File: src/rtl/mem_access.sv
// Memory stage of the in-order RV64 pipeline: issues loads/stores on the data bus,
// passes other instructions straight through, and presents a registered mem->wb bundle.
module mem_access #(
    parameter int XLEN   = 64,
    parameter int STRB_W = XLEN / 8
) (
    input  logic              clk,
    input  logic              rst_n,
    input  logic              in_valid,
    output logic              in_ready,
    input  logic [6:0]        in_opcode,
    input  logic [2:0]        in_funct3,
    input  logic [XLEN-1:0]   in_alu_result,
    input  logic [XLEN-1:0]   in_store_data,
    input  logic [4:0]        in_rd,
    input  logic              in_rd_we,
    input  logic [XLEN-1:0]   in_pc,
    input  logic [31:0]       in_inst,
    output logic              dreq_valid,
    input  logic              dreq_ready,
    output logic              dreq_write,
    output logic [XLEN-1:0]   dreq_addr,
    output logic [2:0]        dreq_size,
    output logic [STRB_W-1:0] dreq_strobe,
    output logic [XLEN-1:0]   dreq_data,
    input  logic              dresp_valid,
    input  logic [XLEN-1:0]   dresp_data,
    output logic              out_valid,
    input  logic              out_ready,
    output logic [4:0]        out_rd,
    output logic              out_rd_we,
    output logic [XLEN-1:0]   out_wdata,
    output logic [XLEN-1:0]   out_pc,
    output logic [31:0]       out_inst,
    output logic              out_misalign
);

    localparam logic [6:0] OP_LOAD  = 7'b0000011;
    localparam logic [6:0] OP_STORE = 7'b0100011;

    typedef enum logic [1:0] {S_IDLE, S_REQ, S_RESP, S_OUT} state_t;

    state_t state;
    state_t state_nxt;
    state_t dispatch_state;

    // Bundle captured on acceptance; held for the whole bus transaction.
    logic              is_load_p0;
    logic [2:0]        funct3_p0;
    logic [XLEN-1:0]   addr_p0;
    logic [XLEN-1:0]   store_data_p0;
    logic [4:0]        rd_p0;
    logic              rd_we_p0;
    logic [XLEN-1:0]   pc_p0;
    logic [31:0]       inst_p0;

    logic in_is_load;
    logic in_is_mem;
    logic in_misalign;
    logic in_bypass;
    logic accept;

    function automatic logic [2:0] size_mask(input logic [1:0] size);
        case (size)
            2'd0:    return 3'b000;
            2'd1:    return 3'b001;
            2'd2:    return 3'b011;
            default: return 3'b111;
        endcase
    endfunction

    function automatic logic [STRB_W-1:0] store_strobe(input logic [1:0] size,
                                                       input logic [2:0] off);
        logic [STRB_W-1:0] m;
        case (size)
            2'd0:    m = STRB_W'(8'h01);
            2'd1:    m = STRB_W'(8'h03);
            2'd2:    m = STRB_W'(8'h0F);
            default: m = STRB_W'(8'hFF);
        endcase
        return m << off;
    endfunction

    // Bring the addressed lane down to bit 0, then sign- or zero-extend by size.
    function automatic logic [XLEN-1:0] load_extend(input logic [XLEN-1:0] raw,
                                                    input logic [2:0]      off,
                                                    input logic [2:0]      f3);
        logic [XLEN-1:0] sh;
        logic            sx;
        sh = raw >> {off, 3'b000};
        case (f3[1:0])
            2'd0: begin
                sx = sh[7] & ~f3[2];
                return {{(XLEN-8){sx}}, sh[7:0]};
            end
            2'd1: begin
                sx = sh[15] & ~f3[2];
                return {{(XLEN-16){sx}}, sh[15:0]};
            end
            2'd2: begin
                sx = sh[31] & ~f3[2];
                return {{(XLEN-32){sx}}, sh[31:0]};
            end
            default: return sh;
        endcase
    endfunction

    assign in_is_load     = (in_opcode == OP_LOAD);
    assign in_is_mem      = in_is_load || (in_opcode == OP_STORE);
    assign in_misalign    = in_is_mem &&
                            ((in_alu_result[2:0] & size_mask(in_funct3[1:0])) != 3'b000);
    assign in_bypass      = !in_is_mem || in_misalign;
    assign accept         = in_valid && in_ready;
    assign dispatch_state = in_bypass ? S_OUT : S_REQ;

    always_ff @(posedge clk or negedge rst_n) begin
        if (!rst_n) begin
            state <= S_IDLE;
        end else begin
            state <= state_nxt;
        end
    end

    always_comb begin
        state_nxt = state;
        case (state)
            S_IDLE:  if (accept)      state_nxt = dispatch_state;
            S_REQ:   if (dreq_ready)  state_nxt = S_RESP;
            S_RESP:  if (dresp_valid) state_nxt = S_OUT;
            S_OUT:   if (out_ready)   state_nxt = accept ? dispatch_state : S_IDLE;
            default:                  state_nxt = S_IDLE;
        endcase
    end

    always_comb begin
        in_ready    = 1'b0;
        dreq_valid  = 1'b0;
        dreq_write  = 1'b0;
        dreq_addr   = '0;
        dreq_size   = 3'd0;
        dreq_strobe = '0;
        dreq_data   = '0;
        case (state)
            S_IDLE, S_OUT: in_ready = !out_valid || out_ready;
            S_REQ: begin
                dreq_valid = 1'b1;
                dreq_write = !is_load_p0;
                dreq_addr  = addr_p0;
                dreq_size  = {1'b0, funct3_p0[1:0]};
                if (!is_load_p0) begin
                    dreq_strobe = store_strobe(funct3_p0[1:0], addr_p0[2:0]);
                    dreq_data   = store_data_p0 << {addr_p0[2:0], 3'b000};
                end
            end
            default: ;
        endcase
    end

    // p0: capture the accepted ex->mem bundle
    always_ff @(posedge clk) begin
        if (accept) begin
            is_load_p0    <= in_is_load;
            funct3_p0     <= in_funct3;
            addr_p0       <= in_alu_result;
            store_data_p0 <= in_store_data;
            rd_p0         <= in_rd;
            rd_we_p0      <= in_rd_we;
            pc_p0         <= in_pc;
            inst_p0       <= in_inst;
        end
    end

    // p1: registered mem->wb bundle
    always_ff @(posedge clk or negedge rst_n) begin
        if (!rst_n) begin
            out_valid    <= 1'b0;
            out_rd       <= 5'd0;
            out_rd_we    <= 1'b0;
            out_wdata    <= '0;
            out_pc       <= '0;
            out_inst     <= 32'd0;
            out_misalign <= 1'b0;
        end else if (accept && in_bypass) begin
            out_valid    <= 1'b1;
            out_rd       <= in_rd;
            out_rd_we    <= in_rd_we && !in_misalign;
            out_wdata    <= in_misalign ? '0 : in_alu_result;
            out_pc       <= in_pc;
            out_inst     <= in_inst;
            out_misalign <= in_misalign;
        end else if (accept) begin
            out_valid    <= 1'b0;
        end else if (state == S_RESP && dresp_valid) begin
            out_valid    <= 1'b1;
            out_rd       <= rd_p0;
            out_rd_we    <= is_load_p0 && rd_we_p0;
            out_wdata    <= is_load_p0 ? load_extend(dresp_data, addr_p0[2:0], funct3_p0) : '0;
            out_pc       <= pc_p0;
            out_inst     <= inst_p0;
            out_misalign <= 1'b0;
        end else if (state == S_OUT && out_ready) begin
            out_valid    <= 1'b0;
        end
    end

endmodule

File: config.mk
export PLATFORM = sky130hd
export DESIGN_NAME = mem_access
export DESIGN_NICKNAME = d
export VERILOG_FILES = /design/src/rtl/mem_access.sv
export SDC_FILE = /design/constraint.sdc
export NUM_CORES = 1
export LEC_CHECK = 0
export ABC_CLOCK_PERIOD_IN_PS = 4600
export BUFFER_PORTS_ARGS = -buffer_cell sky130_fd_sc_hd__buf_2
export CAP_MARGIN = 0
export CORE_AREA = 2 2 238 240
export DETAILED_ROUTE_END_ITERATION = 12
export DIE_AREA = 0 0 240 242
export HOLD_SLACK_MARGIN = 0.05
export MAX_ROUTING_LAYER = met4
export PLACE_DENSITY = 0.68
export REMOVE_ABC_BUFFERS = 1
export SLEW_MARGIN = 20
export SYNTH_ARGS = -nofsm -noshare
export SYNTH_HDL_FRONTEND = slang
export SYNTH_SLANG_ARGS = --single-unit
File: constraint.sdc
create_clock -name clk -period 4.6 [get_ports clk]
set_input_delay 0.23 -clock clk [delete_from_list [all_inputs] [get_ports clk]]
set_output_delay 0.23 -clock clk [all_outputs]
set_load 0.005 [all_outputs]
---- After elaboration in Yosys (flattened, before gate mapping) ----
Index checks and enable logic that the tools add are counted.
operators by class
  shifts and indexed selects .............. 3
  equality and inequality tests ........... 14
  bitwise operators ....................... 5
  muxes and demuxes ....................... 45
  reductions and logical operators ........ 23
operator list
  operator            count
  $mux 64             11
  $pmux 64 s3         1
  $mux 32             3
  $shl 64x6->64       1
  $shr 64x6->64       1
  $mux 8              4
  $pmux 8 s3          1
  $mux 5              3
  $mux 2              7
  $mux 1              13
  $pmux 3 s3          1
  $eq 2x2->1 const B  4
  $ne 2x2->1 const B  4
  $pmux 2 s4          1
  $shl 8x3->8         1
  $eq 7x2->1 const B  1
  $eq 7x6->1 const B  1
  $logic_and 1x1->1   7
  $eq 2x1->1 const B  3
  $logic_not 2->1     3
  $logic_not 1->1     4
  $reduce_and 4->1    1
  $reduce_bool 4->1   1
  $and 1x1->1         3
  other kinds (8)     10
word-level totals
  register bits after elaboration ......... 404
  input port bits ......................... 310
  logic and storage cells ................. 106
  output and inout port bits .............. 310

---- Depth between registers and ports, before layout ----
Gate-level depths: netlist (run 1).
  depth in word-level cells ............... 10
  gate-level depth with buffers ........... 10
  mapped depth without buffers ............ 8

---- Least setup slack after synthesis (run 1) ----
No wires, ideal clock.
  path type ............................... reg-to-reg
  start ................................... register state[0]
  end ..................................... register out_wdata[16]
  data arrival time ....................... 4.754 ns
  setup slack ............................. -0.289 ns
  buffers on the path ..................... 0
  stages on the path, launching flop included .. 9
  required time ........................... 4.465 ns
  library setup time ...................... 0.135 ns
  period minus slack after synthesis ...... 4.889 ns
  cells stage by stage .................... dfrtp_1 inv_1 ha_1 nor2b_1 nand2_1 inv_2 a21oi_1 a221oi_1 a2bb2oi_1
on the way
  cells in the longest elaborated chain, start to end .. 7
  elaborated cells on any way between the ends .. 12
  those cells by class .................... 3 x eq/ne; 2 x mux; 7 x reduce/logical
RTL lines
  item                                                              RTL line  RTL
  start: declaration                                                43        state_t state;
  start signal: assignment                                          120       state <= state_nxt;
  $eq 2x2->1 / $logic_not 2->1 (equally long branches)              143       case (state)
  $reduce_or 2->1 *                                                 143
  $mux 1 *                                                          143
  $logic_and 1x1->1 *                                               113       assign accept = in_valid && in_ready;
  named net accept                                                  61        logic accept;
  $logic_and 1x1->1                                                 183       end else if (accept && in_bypass) begin
  $ne 2x1->1 (no line) / $reduce_bool 2->1 (equally long branches)  -
  $reduce_and 2->1 (no line)                                        -
  end signal: assignment                                            187       out_wdata <= in_misalign ? '0 : in_alu_result;
  end signal: assignment                                            197       out_wdata <= is_load_p0 ? load_extend(dresp_data, addr_p0[2:0], funct3_p0) : '0;
  end: declaration                                                  32        output logic [XLEN-1:0] out_wdata,
Mark *: on every way through the listed nets, which the timed path passes. The rest lies on a longest branch.
A chain may end at the register's enable or synchronous reset.

---- Final worst setup path (run 1) ----
  start ................................... register addr_p0[1]
  end ..................................... output dreq_data[48]
on the way
  cells in the longest elaborated chain, start to end .. 3
RTL lines
  item                      RTL line  RTL
  start: declaration        50        logic [XLEN-1:0] addr_p0;
  start signal: assignment  164       addr_p0 <= in_alu_result;
  $shl 64x6->64             152       dreq_data = store_data_p0 << {addr_p0[2:0], 3'b000};
  $mux 64                   150       if (!is_load_p0) begin
  $mux 64                   143
  end: declaration          25        output logic [XLEN-1:0] dreq_data,
Every way passes these cells.

==> impl_metrics.toml, run 1 <==
[run]
max_cap_violations = 0

[sta]
layout_min_cycle_time_ns = 3.43
finalHoldViolCount = 0
timing_limited_maximum_frequency_ghz = 0.292
finalSetupViolCount = 0
finalClockSkew_ns = 0.0173
slew_violations = 0
max_slew.worst_pin.slew_ns = 1.08
maxSlewHeadroom_pct = 27.9
fin_setup_tns_ns = 0
rsz0062_at_grt = "false"
timing.final.crit_share_pct = 74.5

[placement]
place.detailed.instances = 2826
detailed_place_hpwl_um = 48700
routability_driven_placement_congestion_ratio = 0.911
io_buffers = 618

[global_routing]
globalRouteOverflowTotal = 0
grt_util_all_layers_pct = 24.5
wire_length_of_the_first_global_routing_pass_um = 105000
met1_usage_pct = 28.5
antenna_found_initial = 9
globalRouteMet2Util_pct = 40.6
first_global_vias = 17300
grt-busiest-layer = "met2"
grt_start_max_net_pins = 122
global_route.usage.met3_pct = 5.57

[yosys]
synth.largest_area_cell = "edfxtp_1"
synth_flop_cell = "edfxtp_1"
synth_enable_flop_cells = 234
post-synth-top-area-fraction_pct = 37.1
synth_async_sr_flop_share_pct = 42.1
netlist_top_cells_area = "edfxtp_1 (37%), dfrtp_1 (22%), mux4_2 (6.1%)"
synthCells = 1535
syn-cell-area_um2 = 18900
postSynthRegisterBits = 404
seq_area_frac_synth_pct = 59.6
yosys.cell_types.count = 57
synth.yosys.warnings = 0
syn_area_per_cell_um2 = 12.3

[setup_path]
cp-start-kind = "flop"
required_time_of_the_worst_setup_path_ns = 4.37
critPathMaxFanout = 53
end_kind = "output port"
crit_type = "flop to output port"
timing.critical_path.arrival_ns = 3.20

[clock_tree]
htreeDepth = 2
clock_tree.root_cell = "clkbuf_16"
numCtsBuffers = 47
clk_latency_ns = 0.58
post_cts_buffers = 0
cts_max_path_buffers = 3
numClockSinks = 404
cts.reportedPaths.clkPinSlew_ns = 0.06
tritoncts = "done"

[finish]
final_util_pct = 48.2
layout_net_count = 2679
final_cell_mix = "buf_2 (617), nand2_1 (252), dlygate4sd3_1 (245), edfxtp_1 (234), dfrtp_1 (170)"
layout.cells.most_common = "buf_2"
n_fill_cell = 4907
area_growth_pct = 41.8
final-instance-count-excl-fill = 3165
layout-drive-gt1-share_pct = 34.6

[route]
initialDrtViolationCount = 1288
drt-pass1-iter-count = 7
routed_wire_length_um = 71300
viasPerCell = 5.33
dr_drc_count = 0
post_drt_wl_per_cell_um = 22.5
antenna_left = 0
vias = 16900

[worst_hold_path]
min_path_type = "input pin to flop"

[floorplan]
die-area_um2 = 58100
core.rowCount = 87
coreArea_um2 = 55700
die_x_um = 240
initial_utilization_pct = 34.0
io_pins = 620
die_height_um = 242

[status]
run_status = "finished, final reports clean"

[pwr]
cellPowerDensity_nw_per_um2 = 620
leakagePower_nw = 12.0
worst_ir_drop_vdd_mv = 0.411
[layout make-up]
type | count | area [um^2] | share of cell area (%)
Sequential cell | 404 | 11300 | 42.0
Multi-Input combinational cell | 992 | 7000 | 26.1
Timing Repair Buffer | 900 | 5910 | 22.0
Clock buffer | 65 | 1360 | 5.08
Tap cell | 756 | 946 | 3.52
Clock inverter | 22 | 250 | 0.932
Inverter | 19 | 78.8 | 0.294
Antenna cell | 7 | 17.5 | 0.0652
[power by group]
part	total, W	internal (W)	switching, W	leakage [nW]
Combinational	0.00669	0.00267	0.00402	6.98
Clock	0.00385	0.00231	0.00154	0.794
Sequential	0.00610	0.00540	0.000708	4.27
[critical path: stages, from the launching register on]
cell and delay, ns:
edfxtp_1 0.61, buf_4 0.57, nor2b_4 0.72, nand2_1 0.12, o21ai_0 0.16, mux2i_1 0.12
nor2_1 0.16, buf_2 0.15
[per-stage QoR]
step	total power [W]	hold slack (ns)	instance area, um^2	setup WS, ns
global placement	0.0124	0.406	22800	1.37
finish	0.0166	0.126	26800	1.17
global route	0.0176	0.122	26800	1.06
floorplan	0.00971	-0.0656	18300	-8.61
detailed placement	0.0126	0.408	22800	1.33
CTS	0.0167	0.0893	26800	0.894
[synthesized netlist by cell type (all sizes together) (4+ instances only)]
| master | count |
|---|---|
| a211oi | 12 |
| a21oi | 64 |
| a221o | 10 |
| a221oi | 15 |
| a22o | 8 |
| a22oi | 153 |
| a2bb2oi | 12 |
| a31oi | 8 |
| and2 | 87 |
| and3 | 12 |
| buf | 59 |
| clkbuf | 61 |
| dfrtp | 170 |
| edfxtp | 234 |
| ha | 5 |
| inv | 19 |
| mux2 | 18 |
| mux2i | 70 |
| mux4 | 53 |
| nand2 | 253 |
| nand2b | 8 |
| nand3 | 5 |
| nor2 | 73 |
| nor2b | 17 |
| nor3 | 5 |
| o21a | 4 |
| o21ai | 65 |
| o22ai | 7 |
| o2bb2ai | 6 |
[logic make-up (layout without fill, tap and decap cells)]
kind of cell	Yosys count	after routing	synth area share [%]
and+or+nand+nor	467	467	11.2
DFF	404	404	59.6
AOI/OAI and AO/OA	378	378	14.0
muxes	141	141	11.1
buffers and inverters	139	1006	3.75
adders and majority gates	5	5	0.331
other	1	8	0.0198
[what timing repair did]
action,in CTS,in global routing
resized for setup,0,0
hold endpoints to repair,494,0
hold buffers,245,0
[metal layers]
metal,vias up,wire length [um]
li1,7392,-
met1,8311,27000
met2,950,35400
met3,212,5700
met4,0,3270
met5,-,0
[sequential cells by signal, indices dropped and copies added, names as in the netlist]
signal / cells
addr_p0: 64
funct3_p0: 3
inst_p0: 32
is_load_p0: 1
out_inst: 32
out_misalign: 1
out_pc: 64
out_rd: 5
out_rd_we: 1
out_valid: 1
out_wdata: 64
pc_p0: 64
rd_p0: 5
rd_we_p0: 1
state: 2
store_data_p0: 64
[worst paths after layout]
path                                          start                         to  slack [ns]  depth (start not counted)
max                            addr_p0[1]$_DFFE_PP_              dreq_data[48]        1.17                          7
min                                  dresp_data[52]  out_wdata[52]$_DFFE_PN0P_        0.13                          4
max reg2reg                    state[0]$_DFFE_PN0P_   out_wdata[9]$_DFFE_PN0P_        1.31                          9
min reg2reg                out_inst[14]$_DFFE_PN0P_   out_inst[14]$_DFFE_PN0P_        0.46                          2
max in group asynchronous                     rst_n  out_wdata[19]$_DFFE_PN0P_        3.08                          3
min in group asynchronous                     rst_n     out_pc[63]$_DFFE_PN0P_        0.34                          2
No activity file was read; power rests on OpenSTA's default activity.
==> inputs of run 2 (changes only) <==
- ABC_AREA: default -> 1
- ABC_CLOCK_PERIOD_IN_PS: 4600 -> 2900
- CORE_AREA: 2 2 238 240 -> 2 2 240 242
- DIE_AREA: 0 0 240 242 -> 0 0 242 244
- PLACE_DENSITY: 0.68 -> 0.67
- clock period: 4.6 -> 2.9 ns (I/O delays scaled with it)
==> run 2 against run 1 <==
Register-to-register slack got worse by 1.0 ns. Clock power grew 49%. Routed wire length increased by 1.3%. Final area grew 0.99%. Sequential cell count is the same. Critical path type unchanged.
==> impl_metrics.toml, run 2 <==
[status]
run_status = "finished, final reports clean"

[clock_tree]
clock_tree.root_cell = "clkbuf_16"
cts.reportedPaths.clkPinSlew_ns = 0.07
numClockSinks = 404
tritoncts = "done"
numCtsBuffers = 44
htreeDepth = 2
cts_max_path_buffers = 3
clk_latency_ns = 0.59

[finish]
layout-drive-gt1-share_pct = 25.8
final_util_pct = 48.3
layout_net_count = 3284
layout.cells.most_common = "nand2_1"
area_growth_pct = 41.2
final_cell_mix = "nand2_1 (707), buf_2 (617), dlygate4sd3_1 (247), edfxtp_1 (234), nand3_1 (198)"
final_cell_area_um2 = 27100

[yosys]
synth.largest_area_cell = "edfxtp_1"
netlist_top_cells_area = "edfxtp_1 (37%), dfrtp_1 (22%), nand2_1 (14%)"
synth_enable_flop_cells = 234
synth_top_family_by_area = "simple AND/OR/NAND/NOR gates"
synth.mux.area_fraction_pct = 0.938
postSynthRegisterBits = 404
syn-cell-area_um2 = 19200
yosys.cell_types.count = 40
synth_flop_cell = "edfxtp_1"
post-synth-top-area-fraction_pct = 36.6
synthCells = 2148
synth.top_cells.by_count = "nand2_1 (707), edfxtp_1 (234), nand3_1 (198), nor2_1 (175), dfrtp_1 (170)"
synthesized_area_fraction_occupied_by_ao_oa_aoi_and_oai_cells_pct = 9.96
seq_area_frac_synth_pct = 58.7
synth.yosys.warnings = 0
post_synth_fa_ha_maj_area_fraction_pct = 0.326
synth.most_common_cell = "nand2_1"
synth_async_sr_flop_share_pct = 42.1
synth_simple_gate_area_share_pct = 23.6
xor_xnor_portion_of_the_synthesized_cell_area_pct = 0
syn_area_per_cell_um2 = 8.94

[route]
dr_drc_count = 0
antenna_left = 0
vias = 18700
initialDrtViolationCount = 1335
routed_wire_length_um = 72200
post_drt_wl_per_cell_um = 19.1
drt-pass1-iter-count = 6
viasPerCell = 4.97

[global_routing]
grt_util_all_layers_pct = 24.3
grt_start_max_net_pins = 123
first_global_vias = 18700
antenna_found_initial = 13
wire_length_of_the_first_global_routing_pass_um = 108000
globalRouteOverflowTotal = 0

[floorplan]
die-area_um2 = 59000
die_x_um = 242
io_pins = 620
coreArea_um2 = 56200
core.rowCount = 87
initial_utilization_pct = 34.2
die_height_um = 244

[pwr]
cellPowerDensity_nw_per_um2 = 961
report.power.total_w = 0.0260
leakagePower_nw = 12.9
worst_ir_drop_vdd_mv = 0.803

[sta]
setup_ws_ns = 0.108
finalClockSkew_ns = 0.0318
slew_violations = 0
maxSlewHeadroom_pct = 34.8
finalSetupViolCount = 0
timing.final.crit_share_pct = 96.3
finalHoldViolCount = 0
rsz0062_at_grt = "true"
max_slew.worst_pin.slew_ns = 0.975
timing_limited_maximum_frequency_ghz = 0.358
layout_min_cycle_time_ns = 2.79

[placement]
io_buffers = 618
detailed_place_hpwl_um = 49100
detailed_place.area_um2 = 23100
routability_driven_placement_congestion_ratio = 0.938
dpl_worst_slack_ns = 0.357

[worst_hold_path]
min_path_type = "input pin to flop"

[setup_path]
reg2reg_from = "state[0]$_DFFE_PN0P_"
worstSetupEndpoint = "dreq_data[53]"
critPathMaxFanout = 7
crit_type = "flop to output port"
r2r_end = "out_wdata[18]$_DFFE_PN0P_"
required_time_of_the_worst_setup_path_ns = 2.76
reg2reg_depth = 9
rrSetupSlack_ns = 0.27
crit_path_start = "state[1]$_DFFE_PN0P_"
end_kind = "output port"
timing.critical_path.arrival_ns = 2.65
cp-start-kind = "flop"

[run]
max_cap_violations = 0
[run 2: cell types whose count changed in the layout (fill, tap and decap cells not counted), sizes merged, moves of 18 or more]
cell,change
a21oi,+74
and2,-86
mux2i,-52
nand2,+459
mux2,-18
nand3,+193
nor2,+112
inv,+106
o21ai,+75
o211ai,+18
a22oi,-140
mux4,-53
[run 2: cell type report]
| class | instances | area, um^2 |
|---|---|---|
| Antenna cell | 14 | 35.0 |
| Timing Repair Buffer | 919 | 6170 |
| Inverter | 129 | 503 |
| Tap cell | 756 | 946 |
| Fill cell | 5192 | 29100 |
| Clock buffer | 61 | 1200 |
| Multi-Input combinational cell | 1471 | 6710 |
| Sequential cell | 404 | 11300 |
| Clock inverter | 20 | 262 |
[run 2: layer usage]
| layer | wire (um) | part of all wire, % | vias up | track usage (%) |
|---|---|---|---|---|
| li1 | - | - | 8791 | - |
| met4 | 2160 | 3.0 | 0 | 8.21 |
| met1 | 28300 | 39 | 8901 | 29.0 |
| met3 | 6510 | 9.0 | 137 | 6.20 |
| met5 | 0 | 0 | - | - |
| met2 | 35300 | 49 | 919 | 40.1 |
[run 2: worst min-delay path by stage]
stage	startpoint	cells past startpoint	to	slack [ns]
6_report	dresp_data[8]	7	out_wdata[0]$_DFFE_PN0P_	0.11
5_1_grt	dresp_data[60]	5	out_wdata[60]$_DFFE_PN0P_	0.11
4_1_cts	dresp_data[60]	5	out_wdata[60]$_DFFE_PN0P_	0.06
3_5_place_dp	rst_n	1	out_inst[16]$_DFFE_PN0P_	0.03
3_3_place_gp	rst_n	1	out_inst[16]$_DFFE_PN0P_	0.03
2_1_floorplan	rst_n	0	out_inst[0]$_DFFE_PN0P_	-0.15
[run 2: through the flow]
stage | setup TNS, ns | hold slack, ns | std cells
after floorplan | -1224.98 | -0.151 | 2004
after global placement | 0 | 0.0290 | 3429
after detailed placement | 0 | 0.0257 | 3429
after CTS | 0 | 0.0605 | 3757
after global routing | -0.126 | 0.113 | 3773
final | 0 | 0.109 | 3774
[run 2: critical path, stage by stage (launching register included)]
cell        delay, ns
dfrtp_1          0.42
inv_2            0.11
ha_4             0.15
inv_2            0.05
nor2_1           0.11
inv_1            0.09
nor2_2           0.15
clkinvlp_4       0.19
buf_12           0.18
a221o_1          0.27
o21ai_0          0.15
buf_2            0.18
[run 2: where the power goes]
part           switching, W  internal [W]
Combinational       0.00691       0.00383
Clock               0.00245       0.00330
Sequential          0.00102       0.00853
Total                0.0104        0.0157
[run 2: timing repair]
item                                    in CTS  in global routing
pin swaps                                    0                  0
buffers inserted                             0                  3
hold buffers                               247                  0
endpoints found under the hold margin      574                  0
endpoints found under the setup margin       7                 35
resized for setup                            3                  8
[run 2: kinds of logic after synthesis]
family                   count (synthesis)
flip-flops                             404
other                                    1
adder cells (fa/ha/maj)                  5
AO/OA/AOI/OAI                          342
buffers and inverters                  273
AND/OR/NAND/NOR                       1105
multiplexers                            18
==> inputs of run 3 (changes only) <==
- PLACE_DENSITY: 0.67 -> default
==> run 3 against run 2 <==
Via count grew 1.3%. Largest power group unchanged. Worst hold slack worse by 0.017 ns. Sequential power barely moved. Largest cell class unchanged. Worst setup slack better by 0.036 ns.
==> impl_metrics.toml, run 3 (same netlist as run 2, synthesis figures left out) <==
[route]
antenna_left = 0
viasPerCell = 5.02
routed_wire_length_um = 76500
initialDrtViolationCount = 1542
vias = 19000
dr_drc_count = 0
post_drt_wl_per_cell_um = 20.2
drt-pass1-iter-count = 8

[setup_path]
rrSetupSlack_ns = 0.47
cp-start-kind = "flop"
critPathMaxFanout = 56
end_kind = "output port"
reg2reg_from = "state[0]$_DFFE_PN0P_"
reg2reg_depth = 10
required_time_of_the_worst_setup_path_ns = 2.76
timing.critical_path.arrival_ns = 2.61
crit_type = "flop to output port"
r2r_end = "out_wdata[58]$_DFFE_PN0P_"

[sta]
timing_limited_maximum_frequency_ghz = 0.363
slew_violations = 0
timing.final.crit_share_pct = 95.0
setup_ws_ns = 0.145
maxSlewHeadroom_pct = 60.3
finalClockSkew_ns = 0.0285
rsz0062_at_grt = "false"
layout_min_cycle_time_ns = 2.76
finalHoldViolCount = 0
finalSetupViolCount = 0
max_slew.worst_pin.slew_ns = 0.589

[placement]
dpl_worst_slack_ns = 0.489
detailed_place.area_um2 = 23100
detailed_place_hpwl_um = 53400
routability_driven_placement_congestion_ratio = 0.956
io_buffers = 618

[finish]
layout-drive-gt1-share_pct = 26.0
final_cell_mix = "nand2_1 (706), buf_2 (617), dlygate4sd3_1 (245), edfxtp_1 (234), nand3_1 (198)"
n_fill_cell = 5352
layout.cells.most_common = "nand2_1"
multiInputGateArea_um2 = 6730
area_growth_pct = 41.6
layout_net_count = 3288
regArea_um2 = 11300
final_cell_area_um2 = 27200

[global_routing]
wire_length_of_the_first_global_routing_pass_um = 115000
globalRouteOverflowTotal = 0
antenna_found_initial = 17
first_global_vias = 18900
grt_start_max_net_pins = 102
grt_util_all_layers_pct = 25.8

[worst_hold_path]
min_path_type = "input pin to asynchronous set/reset pin"

[floorplan]
io_pins = 620
die_x_um = 242
initial_utilization_pct = 34.2
die-area_um2 = 59000
die_height_um = 244
coreArea_um2 = 56200
core.rowCount = 87

[clock_tree]
cts.reportedPaths.clkPinSlew_ns = 0.06
clk_latency_ns = 0.59
tritoncts = "done"
clock_tree.root_cell = "clkbuf_16"
numCtsBuffers = 46
htreeDepth = 2
cts_max_path_buffers = 3
numClockSinks = 404

[run]
max_cap_violations = 0

[pwr]
worst_ir_drop_vdd_mv = 0.682
cellPowerDensity_nw_per_um2 = 970
report.power.total_w = 0.0264
leakagePower_nw = 12.9

[status]
run_status = "finished, final reports clean"
run 3: changes by cell type in the layout (fill, tap and decap cells not counted), sizes merged:
cell,before,now
buf,671,674
bufinv,4,3
clkbuf,62,68
clkinv,13,14
clkinvlp,3,4
diode,14,18
dlygate4sd3,247,245
inv,129,128
run 3: critical path, cell delays in order, from the launching register on:
cell      delay (ns)
edfxtp_1        0.40
buf_6           0.40
buf_4           0.43
mux2i_1         0.29
nand2_1         0.07
o21ai_0         0.13
o21ai_0         0.13
buf_2           0.14
run 3: layout make-up:
| cell class | instances | share of cell area, % |
|---|---|---|
| repair inverters | 1 | 0.0276 |
| clock buffers | 67 | 4.78 |
| well taps | 756 | 3.48 |
| repair buffers | 920 | 22.6 |
| inverters | 129 | 1.84 |
| flip-flops and latches | 404 | 41.5 |
| diodes | 18 | 0.166 |
| multi-input cells | 1471 | 24.7 |
| clock inverters | 19 | 0.856 |
run 3: how the worst max path moves through the flow:
stage / startpoint / endpoint / slack (ns) / depth (start not counted)
floorplan: state[0]$_DFFE_PN0P_ / out_wdata[32]$_DFFE_PN0P_ / -3.73 / 9
global placement: addr_p0[0]$_DFFE_PP_ / out_wdata[18]$_DFFE_PN0P_ / 0.49 / 9
detailed placement: addr_p0[0]$_DFFE_PP_ / out_wdata[18]$_DFFE_PN0P_ / 0.49 / 9
CTS: state[1]$_DFFE_PN0P_ / dreq_data[57] / 0.004 / 11
global route: addr_p0[0]$_DFFE_PP_ / dreq_data[63] / 0.002 / 7
finish: addr_p0[0]$_DFFE_PP_ / dreq_data[63] / 0.14 / 7
run 3: stage by stage:
stage / instances / hold slack (ns) / TNS [ns] / utilization (%)
2_1_floorplan: 2004 / -0.151 / -1224.98 / -
3_3_place_gp: 3432 / 0.203 / 0 / 41.1
3_5_place_dp: 3432 / 0.196 / 0 / 41.1
4_1_cts: 3766 / 0.0558 / 0 / 48.3
5_1_grt: 3783 / 0.118 / 0 / 48.4
6_report: 3785 / 0.0916 / 0 / 48.4
run 3: what timing repair did:
action / 4_1_cts / 5_1_grt
hold buffers: 245 / 0
hold endpoints to repair: 467 / 0
resized for setup: 5 / 8
setup endpoints to repair: 3 / 45
cloned: 1 / 0
setup buffers: 2 / 1
run 3: power breakdown:
group | switching [W] | total (W) | internal [W]
logic | 0.00707 | 0.0109 | 0.00384
registers | 0.00102 | 0.00956 | 0.00853
clock network | 0.00249 | 0.00590 | 0.00342
run 3: routing by layer:
layer / vias up / part of all wire, % / track usage (%)
li1: 8815 / - / -
met2: 835 / 49 / 42.2
met1: 9217 / 41 / 31.9
met3: 133 / 7.9 / 6.09
met5: - / 0 / -
met4: 0 / 2.6 / 7.10
